[src/rtl/me_pkg.sv]
// Shared types and default geometry for the motion-estimation frame scheduler.
package me_pkg;

    localparam int unsigned FRAME_W_DEF = 32;
    localparam int unsigned FRAME_H_DEF = 32;
    localparam int unsigned ADDR_W_DEF  = 11;
    localparam int unsigned MV_W_DEF    = 4;
    localparam int unsigned WIN_DEF     = 19;

    // Block grid for the default frame geometry.
    localparam int unsigned NBX_DEF   = FRAME_W_DEF / 4;
    localparam int unsigned NBY_DEF   = FRAME_H_DEF / 4;
    localparam int unsigned NB_DEF    = NBX_DEF * NBY_DEF;
    localparam int unsigned BLK_W_DEF = $clog2(NB_DEF);

    typedef enum logic [2:0] {
        IDLE,
        ISSUE,
        WAIT,
        EMIT,
        DONE
    } sched_state_e;

endpackage

[src/rtl/me_win_addr_gen.sv]
// Block (bx,by) -> current-block base address and clamped search-window base address.
module me_win_addr_gen
    import me_pkg::*;
#(
    parameter int unsigned FRAME_W = FRAME_W_DEF,
    parameter int unsigned FRAME_H = FRAME_H_DEF,
    parameter int unsigned ADDR_W  = ADDR_W_DEF,
    parameter int unsigned WIN     = WIN_DEF,
    parameter int unsigned BX_W    = 3,
    parameter int unsigned BY_W    = 3
) (
    input  logic [BX_W-1:0]   bx,
    input  logic [BY_W-1:0]   by,
    output logic [ADDR_W-1:0] cur_addr,
    output logic [ADDR_W-1:0] win_addr
);

    // Two guard bits so the -8 offset and the clamp bounds stay exact before truncation.
    localparam int unsigned CW = ADDR_W + 2;

    localparam logic signed [CW-1:0] HALF_OFS = CW'(8);
    localparam logic signed [CW-1:0] X_MAX    = CW'(FRAME_W - WIN);
    localparam logic signed [CW-1:0] Y_MAX    = CW'(FRAME_H - WIN);

    logic signed [CW-1:0] wx_raw;
    logic signed [CW-1:0] wy_raw;
    logic signed [CW-1:0] wx_c;
    logic signed [CW-1:0] wy_c;

    // Centre the window on the block, then pull it back inside the frame.
    always_comb begin
        wx_raw = $signed(CW'({bx, 2'b00})) - HALF_OFS;
        wy_raw = $signed(CW'({by, 2'b00})) - HALF_OFS;

        wx_c = wx_raw;
        if (wx_raw[CW-1]) begin
            wx_c = '0;
        end else if (wx_raw > X_MAX) begin
            wx_c = X_MAX;
        end

        wy_c = wy_raw;
        if (wy_raw[CW-1]) begin
            wy_c = '0;
        end else if (wy_raw > Y_MAX) begin
            wy_c = Y_MAX;
        end

        cur_addr = ADDR_W'({by, 2'b00}) * ADDR_W'(FRAME_W) + ADDR_W'({bx, 2'b00});
        win_addr = ADDR_W'(wy_c) * ADDR_W'(FRAME_W) + ADDR_W'(wx_c);
    end

endmodule

[src/rtl/me_frame_sched.sv]
// Frame-level ME scheduler: walks 4x4 blocks in raster order, launches the ME core per
// block and forwards each resulting motion vector to the MV store over valid/ready.
// Optional watchdog on the ME wait: define ME_SCHED_TIMEOUT_EN.
module me_frame_sched
    import me_pkg::*;
#(
    parameter int unsigned FRAME_W = FRAME_W_DEF,
    parameter int unsigned FRAME_H = FRAME_H_DEF,
    parameter int unsigned ADDR_W  = ADDR_W_DEF,
    parameter int unsigned MV_W    = MV_W_DEF,
    parameter int unsigned WIN     = WIN_DEF
`ifdef ME_SCHED_TIMEOUT_EN
    ,
    parameter int unsigned TMO     = 255
`endif
) (
    input  logic                                         clk,
    input  logic                                         rst_n,
    input  logic                                         start,
    output logic                                         busy,
    output logic                                         frame_done,
    output logic                                         me_start,
    output logic [ADDR_W-1:0]                            me_cur_addr,
    output logic [ADDR_W-1:0]                            me_win_addr,
    input  logic                                         me_done,
    input  logic [MV_W-1:0]                              me_mvx,
    input  logic [MV_W-1:0]                              me_mvy,
    output logic                                         mv_valid,
    input  logic                                         mv_ready,
    output logic [$clog2((FRAME_W/4)*(FRAME_H/4))-1:0]   mv_blk_idx,
    output logic [MV_W-1:0]                              mv_x,
    output logic [MV_W-1:0]                              mv_y,
    output logic                                         mv_err
);

    localparam int unsigned NBX   = FRAME_W / 4;
    localparam int unsigned NBY   = FRAME_H / 4;
    localparam int unsigned NB    = NBX * NBY;
    localparam int unsigned BX_W  = $clog2(NBX);
    localparam int unsigned BY_W  = $clog2(NBY);
    localparam int unsigned IDX_W = $clog2(NB);

    sched_state_e     state_q;
    sched_state_e     state_nxt;
    logic [BX_W-1:0]  bx_q;
    logic [BX_W-1:0]  bx_nxt;
    logic [BY_W-1:0]  by_q;
    logic [BY_W-1:0]  by_nxt;
    logic [IDX_W-1:0] blk_q;
    logic [IDX_W-1:0] blk_nxt;
    logic             cap_c;
    logic             hs_c;
    logic [ADDR_W-1:0] gen_cur;
    logic [ADDR_W-1:0] gen_win;

`ifdef ME_SCHED_TIMEOUT_EN
    localparam int unsigned TMO_W = $clog2(TMO + 1);
    logic [TMO_W-1:0] tmo_cnt_q;
    logic             tmo_hit_c;
`endif

    assign hs_c = mv_valid & mv_ready;

    // Addresses are computed for the block about to be issued and latched on ISSUE entry.
    me_win_addr_gen #(
        .FRAME_W (FRAME_W),
        .FRAME_H (FRAME_H),
        .ADDR_W  (ADDR_W),
        .WIN     (WIN),
        .BX_W    (BX_W),
        .BY_W    (BY_W)
    ) u_addr_gen (
        .bx       (bx_nxt),
        .by       (by_nxt),
        .cur_addr (gen_cur),
        .win_addr (gen_win)
    );

    // FSM state and block position registers.
    always_ff @(posedge clk or negedge rst_n) begin
        if (!rst_n) begin
            state_q <= IDLE;
            bx_q    <= '0;
            by_q    <= '0;
            blk_q   <= '0;
        end else begin
            state_q <= state_nxt;
            bx_q    <= bx_nxt;
            by_q    <= by_nxt;
            blk_q   <= blk_nxt;
        end
    end

    // Next-state, block advance and capture decisions.
    always_comb begin
        state_nxt = state_q;
        bx_nxt    = bx_q;
        by_nxt    = by_q;
        blk_nxt   = blk_q;
        cap_c     = 1'b0;
`ifdef ME_SCHED_TIMEOUT_EN
        tmo_hit_c = 1'b0;
`endif
        case (state_q)
            IDLE: begin
                if (start) begin
                    state_nxt = ISSUE;
                    bx_nxt    = '0;
                    by_nxt    = '0;
                    blk_nxt   = '0;
                end
            end
            ISSUE: begin
                state_nxt = WAIT;
            end
            WAIT: begin
                if (me_done) begin
                    state_nxt = EMIT;
                    cap_c     = 1'b1;
`ifdef ME_SCHED_TIMEOUT_EN
                end else if (tmo_cnt_q == TMO_W'(TMO - 1)) begin
                    state_nxt = EMIT;
                    tmo_hit_c = 1'b1;
`endif
                end
            end
            EMIT: begin
                if (hs_c) begin
                    if (blk_q == IDX_W'(NB - 1)) begin
                        state_nxt = DONE;
                        bx_nxt    = '0;
                        by_nxt    = '0;
                        blk_nxt   = '0;
                    end else begin
                        state_nxt = ISSUE;
                        blk_nxt   = blk_q + IDX_W'(1);
                        if (bx_q == BX_W'(NBX - 1)) begin
                            bx_nxt = '0;
                            by_nxt = by_q + BY_W'(1);
                        end else begin
                            bx_nxt = bx_q + BX_W'(1);
                        end
                    end
                end
            end
            DONE: begin
                state_nxt = IDLE;
            end
            default: begin
                state_nxt = IDLE;
            end
        endcase
    end

    // Registered outputs, all derived from the upcoming state.
    always_ff @(posedge clk or negedge rst_n) begin
        if (!rst_n) begin
            busy        <= 1'b0;
            frame_done  <= 1'b0;
            me_start    <= 1'b0;
            mv_valid    <= 1'b0;
            me_cur_addr <= '0;
            me_win_addr <= '0;
            mv_blk_idx  <= '0;
            mv_x        <= '0;
            mv_y        <= '0;
        end else begin
            busy       <= (state_nxt == ISSUE) || (state_nxt == WAIT) || (state_nxt == EMIT);
            frame_done <= (state_nxt == DONE);
            me_start   <= (state_nxt == ISSUE);
            mv_valid   <= (state_nxt == EMIT);
            if (state_nxt == ISSUE) begin
                me_cur_addr <= gen_cur;
                me_win_addr <= gen_win;
                mv_blk_idx  <= blk_nxt;
            end
            if (cap_c) begin
                mv_x <= me_mvx;
                mv_y <= me_mvy;
`ifdef ME_SCHED_TIMEOUT_EN
            end else if (tmo_hit_c) begin
                mv_x <= '0;
                mv_y <= '0;
`endif
            end
        end
    end

`ifdef ME_SCHED_TIMEOUT_EN
    // Watchdog: counts cycles spent in WAIT, cleared on each WAIT entry.
    always_ff @(posedge clk or negedge rst_n) begin
        if (!rst_n) begin
            tmo_cnt_q <= '0;
        end else if (state_q != WAIT) begin
            tmo_cnt_q <= '0;
        end else begin
            tmo_cnt_q <= tmo_cnt_q + TMO_W'(1);
        end
    end

    // Error flag travels with the record; set only by a watchdog abort.
    always_ff @(posedge clk or negedge rst_n) begin
        if (!rst_n) begin
            mv_err <= 1'b0;
        end else if (cap_c) begin
            mv_err <= 1'b0;
        end else if (tmo_hit_c) begin
            mv_err <= 1'b1;
        end
    end
`else
    assign mv_err = 1'b0;
`endif

endmodule
[config.mk]
export PLATFORM = sky130hd
export DESIGN_NAME = me_frame_sched
export DESIGN_NICKNAME = d
export VERILOG_FILES = /design/src/rtl/me_pkg.sv /design/src/rtl/me_win_addr_gen.sv /design/src/rtl/me_frame_sched.sv
export SDC_FILE = /design/constraint.sdc
export NUM_CORES = 1
export LEC_CHECK = 0
export ABC_AREA = 1
export ABC_CLOCK_PERIOD_IN_PS = 1650
export CORE_MARGIN = 2
export CORE_UTILIZATION = 48
export DETAILED_ROUTE_END_ITERATION = 8
export PLACE_DENSITY = 0.79
export SLEW_MARGIN = 20
export SYNTH_ARGS = -nofsm -noshare
export SYNTH_HDL_FRONTEND = slang
export SYNTH_SLANG_ARGS = --single-unit
[constraint.sdc]
create_clock -name clk -period 1.65 [get_ports clk]
set_input_delay 0.33 -clock clk [delete_from_list [all_inputs] [get_ports clk]]
set_output_delay 0.33 -clock clk [all_outputs]
set_load 0.005 [all_outputs]
==> impl_metrics.py, run 1 <==
metrics = {
    "setup_path": {
        "cp_data_required_time_ns": 1.84,
        "rrSetupSlack_ns": 0.05,
        "slowest_delay_ns": 0.38,
        "critPathLaunchType": "flop",
        "reg2reg_to": "mv_blk_idx[4]$_DFFE_PN0P_",
        "crit_fanout": 7,
        "path_cells": "ha_2 -> inv_1 -> nor2_2 -> nand3_2 -> nand2_4 -> nand2_4 -> nand2_8 -> inv_4 -> buf_12 -> nand2_1 -> nand2_1",
        "critPathKind": "flop to flop",
        "reg2reg_depth": 11,
        "r2r-start": "blk_q[1]$_DFF_PN0_",
        "worst_path_max_delay_cell": "dfrtp_1",
        "cp-end-kind": "flop",
        "cp.arrival_ns": 1.78,
    },
    "cts": {
        "clk_latency_ns": 0.30,
        "clk_pin_slew_ns": 0.08,
        "cts_tree": "yes",
        "root_buffer": "clkbuf_8",
        "cts_buffers": 5,
        "cts_max_level": 2,
        "cts.sinks": 46,
        "clk_path_buf_depth": 2,
    },
    "finish": {
        "nNetsFinal": 342,
        "layout_commonest_cell": "nand2_1",
        "diodes": 0,
        "areaGrowthSynthToFinish_pct": 40.23,
        "drive_gt1_frac": 0.2301,
        "final_util": 0.6939,
        "layout_common_cells": "nand2_1, dfrtp_1, clkdlybuf4s50_1",
    },
    "synth": {
        "synth_top_flop_cell": "dfrtp_1",
        "synthArstFlopShare": 1.000,
        "syn_area_per_cell_um2": 8.457,
        "ys_seq_area_frac": 0.5380,
        "synth_area_mm2": 0.002140,
        "ys_warn_count": 0,
        "synth-edff-count": 0,
        "synth_cells": 253,
        "ys_types": 28,
        "ys_ff_latch": 46,
    },
    "sta": {
        "rsz0062_at_grt": "true",
        "fmax_mhz": 626.3,
        "drv_slew": 0,
        "skew_ns": 0.009737,
        "hold_viol": 0,
        "post-route-min-period_ns": 1.597,
        "finalSetupViolations": 0,
        "fin_crit_sh": 0.9677,
        "timing.hold.ws_ns": 0.4487,
    },
    "detailed_routing": {
        "finalWirelength_um": 4664,
        "vias_per_cell": 4.757,
        "drt_iter0_drc": 153,
        "postRouteAntennaNets": 0,
        "avgRoutedWirePerCell_um": 12.34,
        "drc_errors": 0,
        "vias": 1798,
        "first_pass_iters": 4,
    },
    "placed_design": {
        "io_buffers": 44,
        "place.gp.congestion": 0.8657,
        "post-dp-hpwl_um": 3270,
    },
    "min_path": {
        "min_path_type": "input pin to async pin",
    },
    "pwr": {
        "peakVddDrop_uv": 798.8,
        "p_per_area_mw_per_mm2": 1481,
        "leakage_nw": 1.515,
    },
    "floorplan": {
        "die_x_um": 70.77,
        "boundaryPins": 54,
        "die_area_mm2": 0.005008,
        "chipHeight_um": 70.77,
        "std_cell_rows": 24,
        "start_util": 0.4948,
        "core_area_mm2": 0.004324,
    },
    "global_routing": {
        "grt_max_degree": 35,
        "grt_usage": 0.1845,
        "antenna_found_initial": 0,
        "grt_pass1_vias": 1643,
        "grt_pass1_wl_um": 7334,
        "grt_overflow": 0,
    },
    "outcome": {
        "status": "finished, final reports clean",
    },
    "flow_run": {
        "drv_cap": 0,
    },
}
==> area by class of cell <==
| class | count | area, µm² |
|---|---|---|
| Tap cell | 52 | 65.06 |
| Clock inverter | 1 | 5.005 |
| Sequential cell | 46 | 1151 |
| Multi-Input combinational cell | 170 | 898.4 |
| Timing Repair Buffer | 72 | 676.9 |
| Clock buffer | 7 | 86.33 |
| Inverter | 30 | 117.6 |
| Fill cell | 340 | 1324 |
==> metrics by stage <==
stage / area [µm²] / instances / TNS [ns] / power, mW / worst slack, ns
floorplan: 2170 / 261 / 0 / 2.585 / 0.1630
finish: 3000 / 378 / 0 / 4.443 / 0.05321
detailed placement: 2725 / 361 / -4.248 / 3.504 / -0.2992
global placement: 2725 / 361 / -3.609 / 3.458 / -0.2611
CTS: 2831 / 370 / 0 / 4.214 / 0.03120
global route: 3000 / 378 / -0.06594 / 4.742 / -0.03484
==> worst max path at each step <==
stage / start / to / depth (start not counted)
4_1_cts: mv_ready / mv_blk_idx[5]$_DFFE_PN0P_ / 9
2_1_floorplan: blk_q[1]$_DFF_PN0_ / me_win_addr[7]$_DFFE_PN0P_ / 13
5_1_grt: blk_q[1]$_DFF_PN0_ / me_win_addr[7]$_DFFE_PN0P_ / 12
3_5_place_dp: mv_ready / me_win_addr[7]$_DFFE_PN0P_ / 12
3_3_place_gp: mv_ready / me_win_addr[7]$_DFFE_PN0P_ / 12
6_report: blk_q[1]$_DFF_PN0_ / mv_blk_idx[4]$_DFFE_PN0P_ / 11
==> flip-flops by register name (all words and copies together), names as in the netlist <==
name         flops
me_win_addr      7
me_cur_addr      6
mv_x             4
mv_valid         1
mv_blk_idx       6
me_start         1
by_q             3
mv_y             4
state_q          3
blk_q            6
busy             1
frame_done       1
bx_q             3
==> report_power, final <==
part	switching [mW]	leakage [nW]	total [mW]	internal (mW)
clock	0.366	0.0482	0.704	0.338
combinational	1.09	0.858	2.14	1.05
sequential	0.184	0.609	1.60	1.41
==> layer usage <==
metal | GRT usage | vias to the layer above | wire (µm)
met5 | 0 | - | 0
met4 | 0.06289 | 0 | 149
met3 | 0.03846 | 11 | 187
met2 | 0.3157 | 50 | 2295
met1 | 0.2336 | 836 | 2032
li1 | - | 901 | -
==> logic make-up (layout without fill, tap and decap cells) <==
group | after synthesis | count (layout) | share of synthesized area
compound gates | 23 | 23 | 0.06023
xor+xnor | 1 | 1 | 0.004094
fa+ha+maj | 4 | 4 | 0.02339
buf+inv | 45 | 110 | 0.1064
flops | 46 | 46 | 0.5380
other cells | 1 | 9 | 0.001753
simple gates | 133 | 133 | 0.2661
==> worst max-delay path: cells and delay by family (launching register included) <==
kind,cells,cell delay (ns)
simple gates,7,0.64
flops,1,0.38
buf+inv,3,0.25
fa+ha+maj,1,0.19
==> cells in the mapped netlist, types with 2 or more instances <==
| master | count | share of area |
|---|---|---|
| o21ai_1 | 10 | 0.023 |
| buf_2 | 3 | 0.0070 |
| inv_2 | 3 | 0.0053 |
| o21ai_0 | 9 | 0.021 |
| dfrtp_1 | 46 | 0.54 |
| nand2_4 | 2 | 0.011 |
| buf_4 | 11 | 0.039 |
| ha_1 | 4 | 0.023 |
| nand2_2 | 2 | 0.0058 |
| inv_1 | 26 | 0.046 |
| nor2_2 | 2 | 0.0058 |
| nor2_1 | 12 | 0.021 |
| nand2_1 | 96 | 0.17 |
| nand3_1 | 13 | 0.030 |
==> timing repair <==
action	CTS	global route
pin swaps	0	11
buffers inserted	0	8
hold buffers	1	0
hold endpoints to repair	12	0
gates resized for setup	2	31
endpoints found under the setup margin	2	15
Note: power is estimated with default switching activity, not from simulation.
==> run 2, diff against run 1 <==
- CELL_PAD_IN_SITES_DETAIL_PLACEMENT: not set -> 1
- CELL_PAD_IN_SITES_GLOBAL_PLACEMENT: not set -> 2
- CORE_UTILIZATION: 48 -> 28
- PLACE_DENSITY: 0.79 -> 0.8
==> run 2 against run 1 <==
  * The run now ends with negative hold slack left
  * Utilization down 28 points
  * First-iteration DRC count decreased by 57%
  * Critical endpoint is now mv_blk_idx[1]$_DFFE_PN0P_
  * Largest cell class unchanged
  * Via count increased by 1.8%
==> impl_metrics.py, run 2 (synthesized netlist as in run 1, its figures left out) <==
metrics = {
    "finish": {
        "layout_common_cells": "nand2_1, dfrtp_1, clkdlybuf4s50_1",
        "top_register": "me_win_addr",
        "layout_commonest_cell": "nand2_1",
        "nNetsFinal": 345,
        "multi_input_area_um2": 867.1,
        "drive_gt1_frac": 0.2249,
        "areaGrowthSynthToFinish_pct": 42.75,
        "final_util": 0.4166,
        "finish.instance_area_mm2": 0.003054,
        "diodes": 0,
        "fillCellCount": 874,
        "seq_area_mm2": 0.001151,
        "largest_reg_flops": 7,
    },
    "detailed_routing": {
        "avgRoutedWirePerCell_um": 13.16,
        "finalWirelength_um": 5633,
        "drt_iter0_drc": 66,
        "vias_per_cell": 4.278,
        "vias": 1831,
        "first_pass_iters": 4,
        "drc_errors": 0,
        "postRouteAntennaNets": 0,
    },
    "cts": {
        "cts_buffers": 5,
        "cts_max_level": 2,
        "cts.sinks": 46,
        "clk_pin_slew_ns": 0.09,
        "clk_latency_ns": 0.30,
        "ctsHoldBuffers": 0,
        "cts_tree": "yes",
        "clk_path_buf_depth": 2,
        "root_buffer": "clkbuf_8",
    },
    "setup_path": {
        "worst_path_max_delay_cell": "dfrtp_1",
        "cp.arrival_ns": 1.76,
        "worst-path-buf-inv": 3,
        "cp_data_required_time_ns": 1.85,
        "slowest_delay_ns": 0.36,
        "crit_fanout": 4,
        "cp-end-kind": "flop",
        "cpMostUsedCell": "nand2_1",
        "critPathLaunchType": "flop",
        "rrSetupSlack_ns": 0.09,
        "worst_path_dominant_cell_family": "simple AND/OR/NAND/NOR gates",
        "path_cells": "ha_2 -> inv_2 -> nor2_4 -> nand2_2 -> nand2_2 -> inv_1 -> nand2_1 -> o21ai_1 -> nand2_1 -> o21ai_1 -> buf_4 -> nand2_1 -> nand2_1",
        "critPathKind": "flop to flop",
        "r2r-start": "blk_q[1]$_DFF_PN0_",
        "reg2reg_depth": 13,
        "reg2reg_to": "mv_blk_idx[1]$_DFFE_PN0P_",
    },
    "flow_run": {
        "drv_cap": 0,
    },
    "floorplan": {
        "die_x_um": 91.42,
        "die_area_mm2": 0.008357,
        "std_cell_rows": 31,
        "boundaryPins": 54,
        "core_area_mm2": 0.007331,
        "start_util": 0.2919,
        "chipHeight_um": 91.42,
    },
    "pwr": {
        "power.share.clock": 0.158,
        "leakage_nw": 1.549,
        "pwr-share-comb": 0.494,
        "internal_power_mw": 2.870,
        "power.switching_mw": 1.690,
        "peakVddDrop_uv": 448.7,
        "switching_share": 0.3706,
        "pwr-share-seq": 0.349,
        "p_per_area_mw_per_mm2": 1493,
    },
    "placed_design": {
        "place_ws_ns": -0.4015,
        "post-dp-hpwl_um": 4185,
        "detailed_place.area_mm2": 0.002864,
        "place.gp.congestion": 0.7617,
        "io_buffers": 44,
    },
    "sta": {
        "post-route-min-period_ns": 1.565,
        "fmax_mhz": 639.1,
        "tns_ns": 0,
        "drv_slew": 0,
        "finalSetupViolations": 0,
        "hold_viol": 6,
        "timing.hold.ws_ns": -0.009137,
        "skew_ns": 0.006835,
        "rsz0062_at_grt": "true",
        "fin_crit_sh": 0.9484,
        "setup_slack_ns": 0.08520,
    },
    "outcome": {
        "status": "finished, violations left",
        "violations": "negative hold slack",
    },
    "global_routing": {
        "antenna_found_initial": 0,
        "grt_max_degree": 47,
        "grt_usage": 0.1452,
        "grt_pass1_wl_um": 9756,
        "grt_pass1_vias": 2008,
        "grt_overflow": 0,
    },
    "min_path": {
        "min_path_type": "input pin to async pin",
    },
}
==> run 2: cell count changes in the layout (fill, tap and decap cells not counted), moves of 2 or more <==
cell / before / now
inv_2: 5 / 7
o21ai_1: 9 / 11
buf_4: 24 / 28
nor2_1: 9 / 11
o21ai_0: 9 / 6
nor2_2: 4 / 1
nand2_1: 85 / 91
nand2_2: 11 / 5
==> run 2: worst register-to-register path: stages, from the launching register on <==
cell,delay [ns]
dfrtp_1,0.36
ha_2,0.20
inv_2,0.06
nor2_4,0.13
nand2_2,0.10
nand2_2,0.09
inv_1,0.05
nand2_1,0.06
o21ai_1,0.06
nand2_1,0.05
o21ai_1,0.05
buf_4,0.14
nand2_1,0.05
nand2_1,0.04
==> run 2: power by group through the flow <==
stage | clock network [mW] | logic (mW) | registers [mW]
6_report | 0.720 | 2.25 | 1.59
5_1_grt | 0.803 | 2.51 | 1.64
4_1_cts | 0.759 | 2.17 | 1.58
3_5_place_dp | 0 | 2.15 | 1.61
3_3_place_gp | 0 | 2.10 | 1.60
2_1_floorplan | 0 | 0.973 | 1.61
==> run 2: what timing repair did <==
action	CTS	global route
cloned	0	0
gates resized for setup	3	24
endpoints found under the setup margin	6	20
pin swaps	1	9
setup buffers	0	3
==> run 2: stage by stage <==
step | hold slack [ns] | power [mW] | instances
finish | -0.009137 | 4.560 | 428
detailed placement | 0.3420 | 3.758 | 417
global placement | 0.3327 | 3.694 | 417
CTS | 0.005343 | 4.513 | 425
global route | 0.002942 | 4.949 | 428
floorplan | 0.03441 | 2.585 | 261
==> run 2: worst max path at each step <==
stage,startpoint,to,cells after the start
2_1_floorplan,blk_q[1]$_DFF_PN0_,me_win_addr[7]$_DFFE_PN0P_,13
3_3_place_gp,mv_ready,me_win_addr[7]$_DFFE_PN0P_,12
3_5_place_dp,mv_ready,me_win_addr[7]$_DFFE_PN0P_,12
4_1_cts,bx_q[0]$_DFF_PN0_,me_win_addr[5]$_DFFE_PN0P_,11
5_1_grt,bx_q[1]$_DFF_PN0_,me_win_addr[7]$_DFFE_PN0P_,13
6_report,blk_q[1]$_DFF_PN0_,mv_blk_idx[1]$_DFFE_PN0P_,13
==> run 2: layout make-up <==
type,count,share of cell area
repair buffers,75,0.2311
inverters,30,0.03769
clock inverters,1,0.001639
multi-input cells,170,0.2839
flip-flops and latches,46,0.3769
clock buffers,7,0.02827
well taps,99,0.04056
==> run 2: metal layers <==
layer / GRT usage / vias up / share of wire
met5: 0 / - / 0
met4: 0.05682 / 0 / 0.025
met3: 0.02075 / 11 / 0.025
met2: 0.2488 / 35 / 0.50
met1: 0.1838 / 876 / 0.45
li1: - / 909 / -
